`src/rtl/echo_delay_ctrl_pkg.sv`:
```
// rtl/echo_delay_ctrl_pkg.sv - shared types and default widths for the echo/delay engine
//
// Purpose : FSM state encoding and default parameter values used by
//           echo_delay_ctrl and its mixing sub-module.
// Ports   : none (package).

package echo_delay_ctrl_pkg;

    localparam int DEF_ADDR_WIDTH = 10;
    localparam int DEF_DATA_WIDTH = 10;
    localparam int DEF_GAIN_WIDTH = 8;

    // One accepted sample walks IDLE -> RD -> MIX -> OUT -> IDLE.
    typedef enum logic [1:0] {
        ST_IDLE = 2'd0,
        ST_RD   = 2'd1,
        ST_MIX  = 2'd2,
        ST_OUT  = 2'd3
    } state_e;

endpackage

```
`src/rtl/echo_delay_ctrl_sat_mix.sv`:
```
// rtl/echo_delay_ctrl_sat_mix.sv - combinational echo mixer: y = sat(x + (p*g) >>> GW)
//
// Purpose : scales the delayed sample by an unsigned Q0.GW gain and adds it
//           to the dry sample, clipping to the signed DW-bit range.
// Ports   : x_i  dry sample (signed DW)
//           p_i  delayed sample (signed DW)
//           g_i  gain (unsigned GW, value g/2**GW)
//           y_o  mixed, saturated sample (signed DW)

module echo_sat_mix
    import echo_delay_ctrl_pkg::*;
#(
    parameter int DW = DEF_DATA_WIDTH,
    parameter int GW = DEF_GAIN_WIDTH
) (
    input  logic signed [DW-1:0] x_i,
    input  logic signed [DW-1:0] p_i,
    input  logic        [GW-1:0] g_i,
    output logic signed [DW-1:0] y_o
);

    localparam int PW = DW + GW + 1;

    // Clip bounds expressed at full product width so the compare is exact.
    localparam logic signed [PW-1:0] SAT_MAX_W = {{(GW + 2){1'b0}}, {(DW - 1){1'b1}}};
    localparam logic signed [PW-1:0] SAT_MIN_W = {{(GW + 2){1'b1}}, {(DW - 1){1'b0}}};
    localparam logic        [DW-1:0] SAT_MAX   = {1'b0, {(DW - 1){1'b1}}};
    localparam logic        [DW-1:0] SAT_MIN   = {1'b1, {(DW - 1){1'b0}}};

    logic signed [PW-1:0] p_ext;
    logic signed [PW-1:0] g_ext;
    logic signed [PW-1:0] x_ext;
    logic signed [PW-1:0] prod;
    logic signed [PW-1:0] scaled;
    logic signed [PW-1:0] sum;

    always_comb begin
        p_ext  = {{(GW + 1){p_i[DW-1]}}, p_i};
        // Gain is unsigned: zero-extend so it multiplies as a positive value.
        g_ext  = {{(DW + 1){1'b0}}, g_i};
        x_ext  = {{(GW + 1){x_i[DW-1]}}, x_i};
        prod   = p_ext * g_ext;
        // Arithmetic shift floors toward -inf for negative echoes.
        scaled = prod >>> GW;
        // |scaled| < 2**(DW-1), so the sum cannot overflow at this width.
        sum    = x_ext + scaled;
        if (sum > SAT_MAX_W) begin
            y_o = SAT_MAX;
        end else if (sum < SAT_MIN_W) begin
            y_o = SAT_MIN;
        end else begin
            y_o = sum[DW-1:0];
        end
    end

endmodule

```
`src/rtl/echo_delay_ctrl.sv`:
```
// rtl/echo_delay_ctrl.sv - circular-buffer echo/delay engine in front of a 1-cycle-latency DPRAM
//
// Purpose : accepts signed samples, stores them (or the mixed output when
//           FEEDBACK=1) in a circular buffer, reads back the sample cfg_delay
//           samples earlier and emits dry + gain*delayed.
// Ports   : clk, rst_n                      clock, async active-low reset
//           s_valid/s_ready/s_data          input sample stream
//           m_valid/m_ready/m_data          mixed output stream
//           cfg_delay, cfg_gain             per-sample delay and echo gain
//           ram_a_addr/ram_a_wr_data/ram_a_wr_en   DPRAM write port
//           ram_b_addr/ram_b_rd_data        DPRAM read port

module echo_delay_ctrl
    import echo_delay_ctrl_pkg::*;
#(
    parameter int ADDR_WIDTH = DEF_ADDR_WIDTH,
    parameter int DATA_WIDTH = DEF_DATA_WIDTH,
    parameter int GAIN_WIDTH = DEF_GAIN_WIDTH,
    parameter int FEEDBACK   = 0
) (
    input  logic                         clk,
    input  logic                         rst_n,
    input  logic                         s_valid,
    output logic                         s_ready,
    input  logic signed [DATA_WIDTH-1:0] s_data,
    output logic                         m_valid,
    input  logic                         m_ready,
    output logic signed [DATA_WIDTH-1:0] m_data,
    input  logic        [ADDR_WIDTH-1:0] cfg_delay,
    input  logic        [GAIN_WIDTH-1:0] cfg_gain,
    output logic        [ADDR_WIDTH-1:0] ram_a_addr,
    output logic        [DATA_WIDTH-1:0] ram_a_wr_data,
    output logic                         ram_a_wr_en,
    output logic        [ADDR_WIDTH-1:0] ram_b_addr,
    input  logic        [DATA_WIDTH-1:0] ram_b_rd_data
);

    state_e                       state_q;
    state_e                       state_d;
    logic                         init_q;
    logic        [ADDR_WIDTH-1:0] wr_ptr_q;
    logic        [ADDR_WIDTH-1:0] fill_cnt_q;
    logic signed [DATA_WIDTH-1:0] x_q;
    logic        [ADDR_WIDTH-1:0] d_q;
    logic        [GAIN_WIDTH-1:0] g_q;
    logic        [ADDR_WIDTH-1:0] rd_addr_q;
    logic signed [DATA_WIDTH-1:0] m_data_q;

    logic                         accept;
    logic                         use_delay;
    logic signed [DATA_WIDTH-1:0] p_term;
    logic signed [DATA_WIDTH-1:0] mix_y;

    assign accept = s_valid && s_ready;

    // Delayed term is only taken once the buffer holds at least d samples,
    // so stale RAM contents (power-up or pre-reset) never reach the output.
    assign use_delay = (d_q != '0) && (fill_cnt_q >= d_q);
    assign p_term    = use_delay ? $signed(ram_b_rd_data) : '0;

    echo_sat_mix #(
        .DW (DATA_WIDTH),
        .GW (GAIN_WIDTH)
    ) u_sat_mix (
        .x_i (x_q),
        .p_i (p_term),
        .g_i (g_q),
        .y_o (mix_y)
    );

    // State register
    always_ff @(posedge clk or negedge rst_n) begin
        if (!rst_n) begin
            state_q <= ST_IDLE;
        end else begin
            state_q <= state_d;
        end
    end

    // Next-state logic
    always_comb begin
        state_d = state_q;
        unique case (state_q)
            ST_IDLE: if (accept)  state_d = ST_RD;
            ST_RD:                state_d = ST_MIX;
            ST_MIX:               state_d = ST_OUT;
            ST_OUT:  if (m_ready) state_d = ST_IDLE;
            default:              state_d = ST_IDLE;
        endcase
    end

    // Output decode; init_q holds s_ready low until the first clock after reset.
    always_comb begin
        s_ready     = (state_q == ST_IDLE) && init_q;
        m_valid     = (state_q == ST_OUT);
        ram_a_wr_en = (state_q == ST_MIX);
    end

    // Datapath registers
    always_ff @(posedge clk or negedge rst_n) begin
        if (!rst_n) begin
            init_q     <= 1'b0;
            wr_ptr_q   <= '0;
            fill_cnt_q <= '0;
            x_q        <= '0;
            d_q        <= '0;
            g_q        <= '0;
            rd_addr_q  <= '0;
            m_data_q   <= '0;
        end else begin
            init_q <= 1'b1;
            if (accept) begin
                x_q       <= s_data;
                d_q       <= cfg_delay;
                g_q       <= cfg_gain;
                // Modular subtraction wraps naturally across the buffer end.
                rd_addr_q <= wr_ptr_q - cfg_delay;
            end
            if (state_q == ST_MIX) begin
                m_data_q <= mix_y;
                wr_ptr_q <= wr_ptr_q + ADDR_WIDTH'(1);
                if (fill_cnt_q != '1) begin
                    fill_cnt_q <= fill_cnt_q + ADDR_WIDTH'(1);
                end
            end
        end
    end

    assign m_data        = m_data_q;
    assign ram_a_addr    = wr_ptr_q;
    assign ram_a_wr_data = (FEEDBACK != 0) ? mix_y : x_q;
    assign ram_b_addr    = rd_addr_q;

endmodule
```
`config.mk`:
```
export PLATFORM = sky130hd
export DESIGN_NAME = echo_delay_ctrl
export DESIGN_NICKNAME = d
export VERILOG_FILES = /design/src/rtl/echo_delay_ctrl_pkg.sv /design/src/rtl/echo_delay_ctrl_sat_mix.sv /design/src/rtl/echo_delay_ctrl.sv
export SDC_FILE = /design/constraint.sdc
export NUM_CORES = 1
export LEC_CHECK = 0
export CELL_PAD_IN_SITES_DETAIL_PLACEMENT = 1
export CELL_PAD_IN_SITES_GLOBAL_PLACEMENT = 1
export CORE_MARGIN = 2
export CORE_UTILIZATION = 40
export CTS_CLUSTER_DIAMETER = 120
export DETAILED_ROUTE_END_ITERATION = 7
export PLACE_DENSITY = 0.75
export SLEW_MARGIN = 20
export SYNTH_ARGS = -nofsm -noshare
export SYNTH_HDL_FRONTEND = slang
export SYNTH_SLANG_ARGS = --single-unit
```
`constraint.sdc`:
```
create_clock -name clk -period 7.3 [get_ports clk]
set_clock_uncertainty 0.15 [all_clocks]
set_input_delay 0.73 -clock clk [delete_from_list [all_inputs] [get_ports clk]]
set_output_delay 0.73 -clock clk [all_outputs]
set_load 0.1 [all_outputs]
```
==> Word-level counts from Yosys, hierarchy flattened <==
Cells that the tools add are included.
{ "totals": {"register_bits": 71, "inputBits": 42} }
{ "classes": {"add_sub_neg": 4, "mul": 1, "magnitude_cmp": 3, "eq_ne": 6, "n_mux": 6, "reduce_logical": 7} }
{ "ops": {"columns": ["operator", "count"], "rows": [
  ["10-bit two-way mux", 3],
  ["10-bit by 1-bit adder with 10-bit output (second input constant)", 2],
  ["19-bit by 10-bit greater-than comparator with 1-bit output (second input constant)", 1],
  ["19-bit by 10-bit less-than comparator with 1-bit output (second input constant)", 1],
  ["10-bit by 9-bit multiplier with 19-bit output", 1],
  ["10-bit by 11-bit adder with 12-bit output", 1],
  ["10-bit greater-or-equal comparator", 1],
  ["10-bit inequality test (second input constant)", 1],
  ["10-bit nonzero test", 1],
  ["10-bit subtractor", 1],
  ["2-bit one-hot mux with 4 select lines", 1],
  ["2-bit equality test (second input constant)", 2],
  ["2-bit two-way mux", 2],
  ["2-bit AND reduction", 2],
  ["1-bit logical AND", 3],
  ["2-bit by 1-bit equality test with 1-bit output (second input constant)", 1],
  ["2-bit zero test", 1],
  ["2-bit by 1-bit inequality test with 1-bit output (second input constant)", 1],
  ["2-bit inequality test (second input constant)", 1]
]} }

==> Depth between registers and ports, before layout <==
Gate-level depths: netlist (run 1).
{ "logic_depth": {"depth_word": 8, "ltp_mapped": 36, "mapped_depth_nobuf": 33} }

==> Hierarchy <==
Synthesis (run 1) repeated with hierarchy kept, for this count alone.
{ "hier_totals": {"cells_unflattened": 738, "area_unflattened_um2": 7029.2} }
{ "modules_own_cells": {"columns": ["mod", "n_inst", "cells_per_inst", "area_each_um2", "seq_area_each_um2"], "rows": [
  ["echo_delay_ctrl", 1, 336, 3580.9, 1776.7],
  ["echo_sat_mix", 1, 402, 3448.3, 0.0]
]} }

==> Least setup slack after synthesis (run 1) <==
Ideal clock, no wire load.
{ "synth_timing": {"path_kind": "register to register", "from": "reg fill_cnt_q[3]", "to": "reg m_data_q[4], in the netlist m_data[4]", "setup_ns": 0.139, "t_arrival_ns": 7.434, "t_required_ns": 7.011, "slack_ns": -0.423, "stages_incl_launch_ff": 34, "path_buffers": 2, "period_less_slack_ns": 7.723, "path_cell_list": "dfrtp_1 > ha_1 > a21o_1 > a211oi_1 > o21ai_0 > a31o_2 > buf_6 > and2_1 > clkbuf_1 > nand2_1 > inv_1 > fa_1 > inv_1 > fa_1 > inv_1 > fa_1 > inv_1 > fa_1 > inv_1 > ha_1 > a2111oi_0 > a21oi_1 > a21oi_2 > o21ai_2 > o41ai_2 > xnor2_1 > ha_1 > inv_1 > and3_1 > a2111oi_0 > o211ai_1 > a311o_1 > nand2_4 > o22ai_1"} }
{ "synth_between": {"elab_chain_len": 8, "elab_cells_between_ends": 9} }
{ "synth_lines": {"columns": ["element", "line", "text"], "rows": [
  ["from (decl)", "echo_delay_ctrl.sv:42", "logic [ADDR_WIDTH-1:0] fill_cnt_q;"],
  ["from (signal assigned)", "echo_delay_ctrl.sv:123", "fill_cnt_q <= fill_cnt_q + ADDR_WIDTH'(1);"],
  ["10-bit greater-or-equal comparator (*)", "echo_delay_ctrl.sv:58", "assign use_delay = (d_q != '0) && (fill_cnt_q >= d_q);"],
  ["1-bit logical AND (*)", "echo_delay_ctrl.sv:58", null],
  ["10-bit two-way mux (*)", "echo_delay_ctrl.sv:59", "assign p_term = use_delay ? $signed(ram_b_rd_data) : '0;"],
  ["10-bit by 9-bit multiplier with 19-bit output (*)", "echo_delay_ctrl_sat_mix.sv:42", "prod = p_ext * g_ext;"],
  ["10-bit by 11-bit adder with 12-bit output (*)", "echo_delay_ctrl_sat_mix.sv:46", "sum = x_ext + scaled;"],
  ["19-bit by 10-bit less-than comparator with 1-bit output", "echo_delay_ctrl_sat_mix.sv:49", "end else if (sum < SAT_MIN_W) begin"],
  ["10-bit two-way mux", "echo_delay_ctrl_sat_mix.sv:49", null],
  ["10-bit two-way mux (*)", "echo_delay_ctrl_sat_mix.sv:47", "if (sum > SAT_MAX_W) begin"],
  ["to (signal assigned)", "echo_delay_ctrl.sv:120", "m_data_q <= mix_y;"],
  ["to (decl)", "echo_delay_ctrl.sv:47", "logic signed [DATA_WIDTH-1:0] m_data_q;"]
]} }
Mark *: on every way between the ends. The rest lies on a longest branch, timed or not.
A chain may end at the register's enable or synchronous reset.

==> Worst setup path after layout (run 1) <==
{ "layout_timing": {"from": "reg d_q[3]", "to": "reg m_data_q[2], in the netlist m_data[2]"} }
{ "layout_between": {"elab_chain_len": 8, "elab_cells_between_ends": 10} }
{ "layout_lines": {"columns": ["element", "line", "text"], "rows": [
  ["from (decl)", "echo_delay_ctrl.sv:44", "logic [ADDR_WIDTH-1:0] d_q;"],
  ["from (signal assigned)", "echo_delay_ctrl.sv:114", "d_q <= cfg_delay;"],
  ["10-bit greater-or-equal comparator / 10-bit nonzero test (equally long branches)", "echo_delay_ctrl.sv:58", null],
  ["1-bit logical AND (*)", "echo_delay_ctrl.sv:58", null],
  ["10-bit two-way mux (*)", "echo_delay_ctrl.sv:59", null],
  ["10-bit by 9-bit multiplier with 19-bit output (*)", "echo_delay_ctrl_sat_mix.sv:42", null],
  ["10-bit by 11-bit adder with 12-bit output (*)", "echo_delay_ctrl_sat_mix.sv:46", null],
  ["19-bit by 10-bit less-than comparator with 1-bit output", "echo_delay_ctrl_sat_mix.sv:49", null],
  ["10-bit two-way mux", "echo_delay_ctrl_sat_mix.sv:49", null],
  ["10-bit two-way mux (*)", "echo_delay_ctrl_sat_mix.sv:47", null]
]} }
Marks and branches as above.

==> results.py, run 1 <==
metrics = {
    "floorplanning": {
        "initial_core_util_pct": 41.2,
        "die_x_um": 135,
        "core_area_um2": 16600,
        "io_pins": 85,
        "std_cell_rows": 47,
        "dieArea_um2": 18200,
        "die_height_um": 135,
    },
    "timing": {
        "finalCritPeriodShare_pct": 104,
        "drv_slew": 0,
        "rsz0062_at_grt": "yes",
        "fin_hold_ws_ns": 0.336,
        "setup_viol_count_final": 10,
        "fmax_ghz": 0.131,
        "tightest_slew_ns": 1.01,
        "setup_slack_ns": -0.325,
        "fin_crit_ns": 7.62,
        "hold_viol_final": 0,
        "slew_headroom_pct": 32.4,
    },
    "layout": {
        "layout_commonest_cell": "inv_1",
        "fill_cells": 1875,
        "area_growth_pct": 33.2,
        "layout_common_cells": "118 x inv_1, 83 x clkdlybuf4s50_1, 79 x buf_4, 75 x nand2_1, 71 x dfrtp_1",
        "seqCellArea_um2": 1780,
        "layout.nets": 1062,
        "drive_gt1_share_pct": 20.6,
        "diodes": 0,
        "multi_input_area_um2": 4840,
    },
    "global_routing": {
        "grt_max_degree": 72,
        "antenna_found_initial": 0,
        "grt_usage_pct": 23.9,
        "grt_pass1_vias": 6643,
        "grt_overflow_total": 0,
        "grt_pass1_wl_um": 34000,
    },
    "power_and_ir_drop": {
        "ir_drop_uv": 551,
        "p_leak_nw": 4.70,
        "p_per_area_nw_per_um2": 479,
        "power_mw": 4.38,
    },
    "routing": {
        "drc": 0,
        "wl_met1_um": 8430,
        "vias": 5760,
        "wl_met2_um": 11100,
        "ant_nets": 0,
        "drt_iter0_drc": 154,
        "wl_um": 20800,
        "dr.pass1.iters": 4,
        "routed_via_density": 5.20,
        "met3RoutedLength_um": 821,
        "highest_layer": "met4",
        "post_drt_wl_per_cell_um": 18.8,
    },
    "synth": {
        "ys_ff_latch": 71,
        "synth_cell_types": 53,
        "ys_top_cells_by_area": "dfrtp_1 26%, fa_1 20%, ha_1 13%, inv_1 6.8%, and3_1 4.4%",
        "synth_cells": 725,
        "synth-main-ff-cell": "dfrtp_1",
        "synth_async_sr_flop_share_pct": 100,
        "synthesis.nets": 905,
        "yosysSeqAreaShare_pct": 25.9,
        "synth_largest_area_cell": "dfrtp_1",
        "syn-cell-area_um2": 6860,
        "synth_top_area_share_pct": 25.9,
        "synth_edf_count": 0,
        "syn_area_per_cell_um2": 9.46,
        "yosys_warnings": 0,
    },
    "setup_path": {
        "crit_required_ns": 7.37,
        "path_common_cell": "fa_1",
        "start_kind": "flop",
        "crit_family": "compound AO/OA/AOI/OAI gates",
        "cp_slowest_stage_delay_ns": 0.59,
        "crit_buf_inv": 7,
        "end_kind": "flop",
        "crit_path_top_delay_cell": "fa_1",
        "r2r_cells": 34,
        "critical_path_class": "flop to flop",
        "crit_fanout": 5,
        "critical_path_depth": 34,
        "cp.arrival_ns": 7.70,
    },
    "place": {
        "gp_congestion": 0.875,
        "port_buffers": 84,
        "hpwl_um": 15100,
    },
    "clock_tree": {
        "htreeDepth": 3,
        "cts_tree": "built",
        "cts_buffers": 9,
        "hold_buffers": 0,
        "ctsLongestPathBuffers": 2,
        "numClockSinks": 71,
        "path_clk_slew_ns": 0.06,
        "clockRootBuffer": "clkbuf_16",
        "clock_latency_ns": 0.36,
    },
    "hold_path": {
        "holdCritPathClass": "flop to flop",
        "hold-path-cell-count": 2,
    },
    "run_status": {
        "status": "complete, but fails checks",
        "violations": "setup timing",
    },
    "flow_run": {
        "cap_violations": 0,
    },
}
[where the power goes]
| part | switching [mW] | total, mW | internal [mW] | leakage [nW] |
|---|---|---|---|---|
| clock | 0.204 | 0.508 | 0.304 | 0.157 |
| sequential | 0.188 | 0.751 | 0.563 | 0.883 |
| combinational | 1.96 | 3.12 | 1.16 | 3.66 |
| total | 2.35 | 4.38 | 2.02 | 4.70 |
[cells by family (layout without fill, tap and decap cells)]
family,Yosys count,count (layout),synth area share [%]
DFF,71,71,25.9
and+or+nand+nor,198,199,14.3
AOI/OAI and AO/OA,106,108,10.0
adders and majority gates,138,138,32.5
muxes,22,22,3.59
xor gates and xnor gates,43,43,5.49
other,1,1,0.0547
buffers and inverters,146,305,8.12
[repair_timing]
action,CTS,global route
pin swaps,32,17
gates resized for setup,45,12
endpoints found under the setup margin,10,10
endpoints found under the hold margin,0,0
gates cloned,3,0
setup buffers,11,5
[routing by layer]
layer	GRT usage [%]	up-vias
met1	28.7	2900
met2	43.6	128
met4	7.70	0
li1	-	2692
met3	3.75	40
met5	0	-
[flip-flops by register name, summed over array words and instances (netlist names)]
name and flops:
state_q 2, init_q 1, ram_a_addr 10, g_q 8, fill_cnt_q 10, d_q 10
ram_b_addr 10, ram_a_wr_data 10, m_data 10
[synth_stat cells (all sizes together) (2+ instances only)]
cell type  instances
inv              125
o211ai             2
o21a               7
a21oi             23
nand4             11
o22ai              9
a21boi             2
mux2              21
nor3               8
fa                67
xnor2             32
xor2              11
nor2b              5
a2111oi            2
o21ai             34
nand2b             3
clkbuf            19
a31oi              2
nor2              25
buf                2
o31ai              4
a21o               7
ha                71
o21bai             2
nor4               3
a31o               2
dfrtp             71
and3              48
a211oi             4
and2               9
nand2             78
nand3              3
[worst paths after layout]
kind / endpoint / slack [ns] / start
hold / removal: ram_b_addr[9] / 0.34 / ram_b_addr[9]
setup / recovery: m_data[2] / -0.32 / d_q[3]
max in group asynchronous: ram_a_wr_data[6] / 6.03 / rst_n
setup reg to reg: m_data[2] / -0.32 / d_q[3]
min in group asynchronous: ram_b_addr[7] / 0.36 / rst_n
hold reg to reg: ram_b_addr[9] / 0.34 / ram_b_addr[9]
[per-stage QoR]
stage               cells  util, %  setup slack, ns  TNS [ns]  area [um2]
floorplan             725        -           0.0273         0        6940
finish               1107     54.9           -0.325     -2.81        9140
CTS                  1102     54.4           -0.152     -1.15        9050
global route         1107     54.9           -0.638     -5.98        9140
detailed placement   1072     50.7           -0.468     -4.09        8440
global placement     1072     50.7          -0.0268    -0.230        8440
[worst reg2reg max path, delay by kind of cell (launching register included)]
family | cells | cell delay (ns)
xor+xnor | 1 | 0.09
fa+ha+maj | 7 | 2.74
buf+inv | 7 | 0.54
compound gates | 13 | 2.75
flops | 1 | 0.40
simple gates | 6 | 0.84
[cell type report]
| class | count | share of cell area (%) |
|---|---|---|
| tap | 220 | 3.01 |
| clock buffer | 9 | 2.46 |
| sequential | 71 | 19.4 |
| timing repair buffer | 164 | 15.8 |
| multi-input combinational | 511 | 53.0 |
| inverter | 125 | 5.16 |
| clock inverter | 7 | 1.12 |
Power figures use the tool's default switching activity.
==> run 2, diff against run 1 <==
==> constraint.sdc (replaced) <==
create_clock -name clk -period 7.3 [get_ports clk]
set_clock_uncertainty 0.15 [all_clocks]
set_input_delay 2.19 -clock clk [delete_from_list [all_inputs] [get_ports clk]]
set_output_delay 2.19 -clock clk [all_outputs]
set_load 0.1 [all_outputs]
==> run 2 against run 1 <==
Net effect:
- the run still ends with setup timing left
- die area unchanged
- clock power fell by 7.1%
- worst hold slack got worse by 0.0032 ns
- maximum frequency down 4.2%
- routed wire length is 2.9% higher
- combinational power barely moved
- via count is 1.7% higher
- critical path depth decreased by 8
- register-to-register slack got worse by 0.19 ns
- final cell count rose by 2.0%
- highest routed layer unchanged
==> results.py, run 2 (same netlist as run 1, synthesis figures left out) <==
metrics = {
    "routing": {
        "wl_um": 21400,
        "post_drt_wl_per_cell_um": 19.0,
        "vias": 5856,
        "routed_via_density": 5.19,
        "ant_nets": 0,
        "dr.pass1.iters": 4,
        "drt_iter0_drc": 195,
        "drc": 0,
    },
    "setup_path": {
        "critical_path_class": "input pin to flop",
        "cp.arrival_ns": 8.02,
        "r2r-end": "m_data[2]",
        "start_kind": "input pin",
        "timing.rr.start": "fill_cnt_q[3]",
        "regToRegSetupSlack_ns": -0.51,
        "crit_end": "m_data[2]",
        "crit_required_ns": 7.36,
        "r2r_cells": 32,
        "crit_start": "ram_b_rd_data[9]",
        "crit_fanout": 6,
        "end_kind": "flop",
    },
    "timing": {
        "fin_hold_ws_ns": 0.333,
        "slew_headroom_pct": 31.1,
        "rsz0062_at_grt": "yes",
        "finalCritPeriodShare_pct": 109,
        "tightest_slew_ns": 1.03,
        "setup_slack_ns": -0.663,
        "setup_viol_count_final": 10,
        "fin_crit_ns": 7.96,
        "drv_slew": 0,
        "setup_tns_ns": -6.20,
        "fmax_ghz": 0.126,
        "hold_viol_final": 0,
    },
    "place": {
        "dpl_cell_area_um2": 8640,
        "hpwl_um": 15700,
        "gp_congestion": 0.843,
        "port_buffers": 84,
        "pre_cts_ws_ns": -1.39,
        "dpl.cell_count": 1098,
    },
    "clock_tree": {
        "numClockSinks": 71,
        "ctsLongestPathBuffers": 2,
        "cts_buffers": 9,
        "htreeDepth": 3,
        "clockRootBuffer": "clkbuf_16",
        "cts_tree": "built",
        "hold_buffers": 0,
        "clock_latency_ns": 0.35,
        "path_clk_slew_ns": 0.06,
    },
    "global_routing": {
        "grt_pass1_wl_um": 34400,
        "grt_overflow_total": 0,
        "grt_pass1_vias": 6854,
        "grt_usage_pct": 24.1,
        "grt_max_degree": 72,
        "antenna_found_initial": 0,
    },
    "layout": {
        "layout_common_cells": "116 x inv_1, 99 x buf_4, 73 x nand2_1, 73 x clkdlybuf4s50_1, 71 x dfrtp_1",
        "postLayoutCellArea_um2": 9300,
        "final_cell_count_no_fill": 1129,
        "drive_gt1_share_pct": 23.9,
        "fill_cells": 1867,
        "layout.nets": 1085,
        "area_growth_pct": 35.7,
        "diodes": 0,
        "layout_commonest_cell": "inv_1",
    },
    "power_and_ir_drop": {
        "p_leak_nw": 4.80,
        "ir_drop_uv": 442,
        "p_per_area_nw_per_um2": 469,
    },
    "run_status": {
        "violations": "setup timing",
        "status": "complete, but fails checks",
    },
    "floorplanning": {
        "initial_core_util_pct": 41.2,
        "die_height_um": 135,
        "core_area_um2": 16600,
        "io_pins": 85,
        "dieArea_um2": 18200,
        "std_cell_rows": 47,
        "die_x_um": 135,
    },
    "hold_path": {
        "holdCritPathClass": "flop to flop",
    },
    "flow_run": {
        "cap_violations": 0,
    },
}
-- run 2: layout make-up --
type / instances / area [um2] / area share [%]
Tap cell: 220 / 275 / 2.96
Inverter: 125 / 472 / 5.07
Clock inverter: 5 / 83.8 / 0.901
Multi-Input combinational cell: 510 / 4830 / 52.0
Timing Repair Buffer: 188 / 1630 / 17.5
Clock buffer: 10 / 229 / 2.46
Sequential cell: 71 / 1780 / 19.1
-- run 2: worst min-delay path by stage --
stage	end	cells past startpoint	start	slack, ns
floorplan	d_q[8]	2	d_q[8]	0.30
global placement	ram_b_addr[8]	2	ram_b_addr[8]	0.31
detailed placement	d_q[8]	2	d_q[8]	0.32
CTS	d_q[8]	2	d_q[8]	0.34
global route	ram_b_addr[3]	2	ram_b_addr[3]	0.37
finish	d_q[8]	2	d_q[8]	0.33
-- run 2: routing by layer --
layer / vias to the layer above / wire length [um] / GRT usage [%]
met5: - / 0 / 0
met4: 0 / 439 / 6.71
met3: 37 / 666 / 4.13
met2: 109 / 11400 / 43.8
met1: 2968 / 8920 / 29.4
li1: 2742 / - / -
-- run 2: report_power, final --
group,total [mW],switching [mW],internal [mW]
combinational,3.15,1.93,1.22
sequential,0.741,0.177,0.564
clock,0.472,0.174,0.298
-- run 2: repair_timing --
item	CTS	global route
pin swaps	33	38
gates cloned	2	0
setup endpoints to repair	10	10
buffers inserted	7	8
resized for setup	53	48
hold endpoints to repair	0	0
-- run 2: worst max-delay path, stage by stage --
cell and delay (ns):
buf_12 0.11, and3_4 0.18, fa_2 0.61, inv_4 0.05, fa_1 0.49, inv_2 0.05
fa_1 0.57, inv_1 0.07, fa_1 0.50, inv_2 0.05, ha_4 0.22, a2111oi_4 0.35
a21oi_2 0.11, a21oi_2 0.17, buf_4 0.15, o21ai_4 0.06, o41ai_2 0.26, xnor2_1 0.12
ha_1 0.32, inv_2 0.08, and3_4 0.18, a2111oi_4 0.33, o211ai_1 0.20, a311o_1 0.36
nand2_2 0.12, o22ai_1 0.09
-- run 2: through the flow --
stage / utilization [%] / power [mW]
5_1_grt: 55.9 / 4.65
2_1_floorplan: - / 2.63
3_3_place_gp: 51.9 / 3.44
4_1_cts: 54.7 / 4.18
6_report: 55.9 / 4.36
3_5_place_dp: 51.9 / 3.56
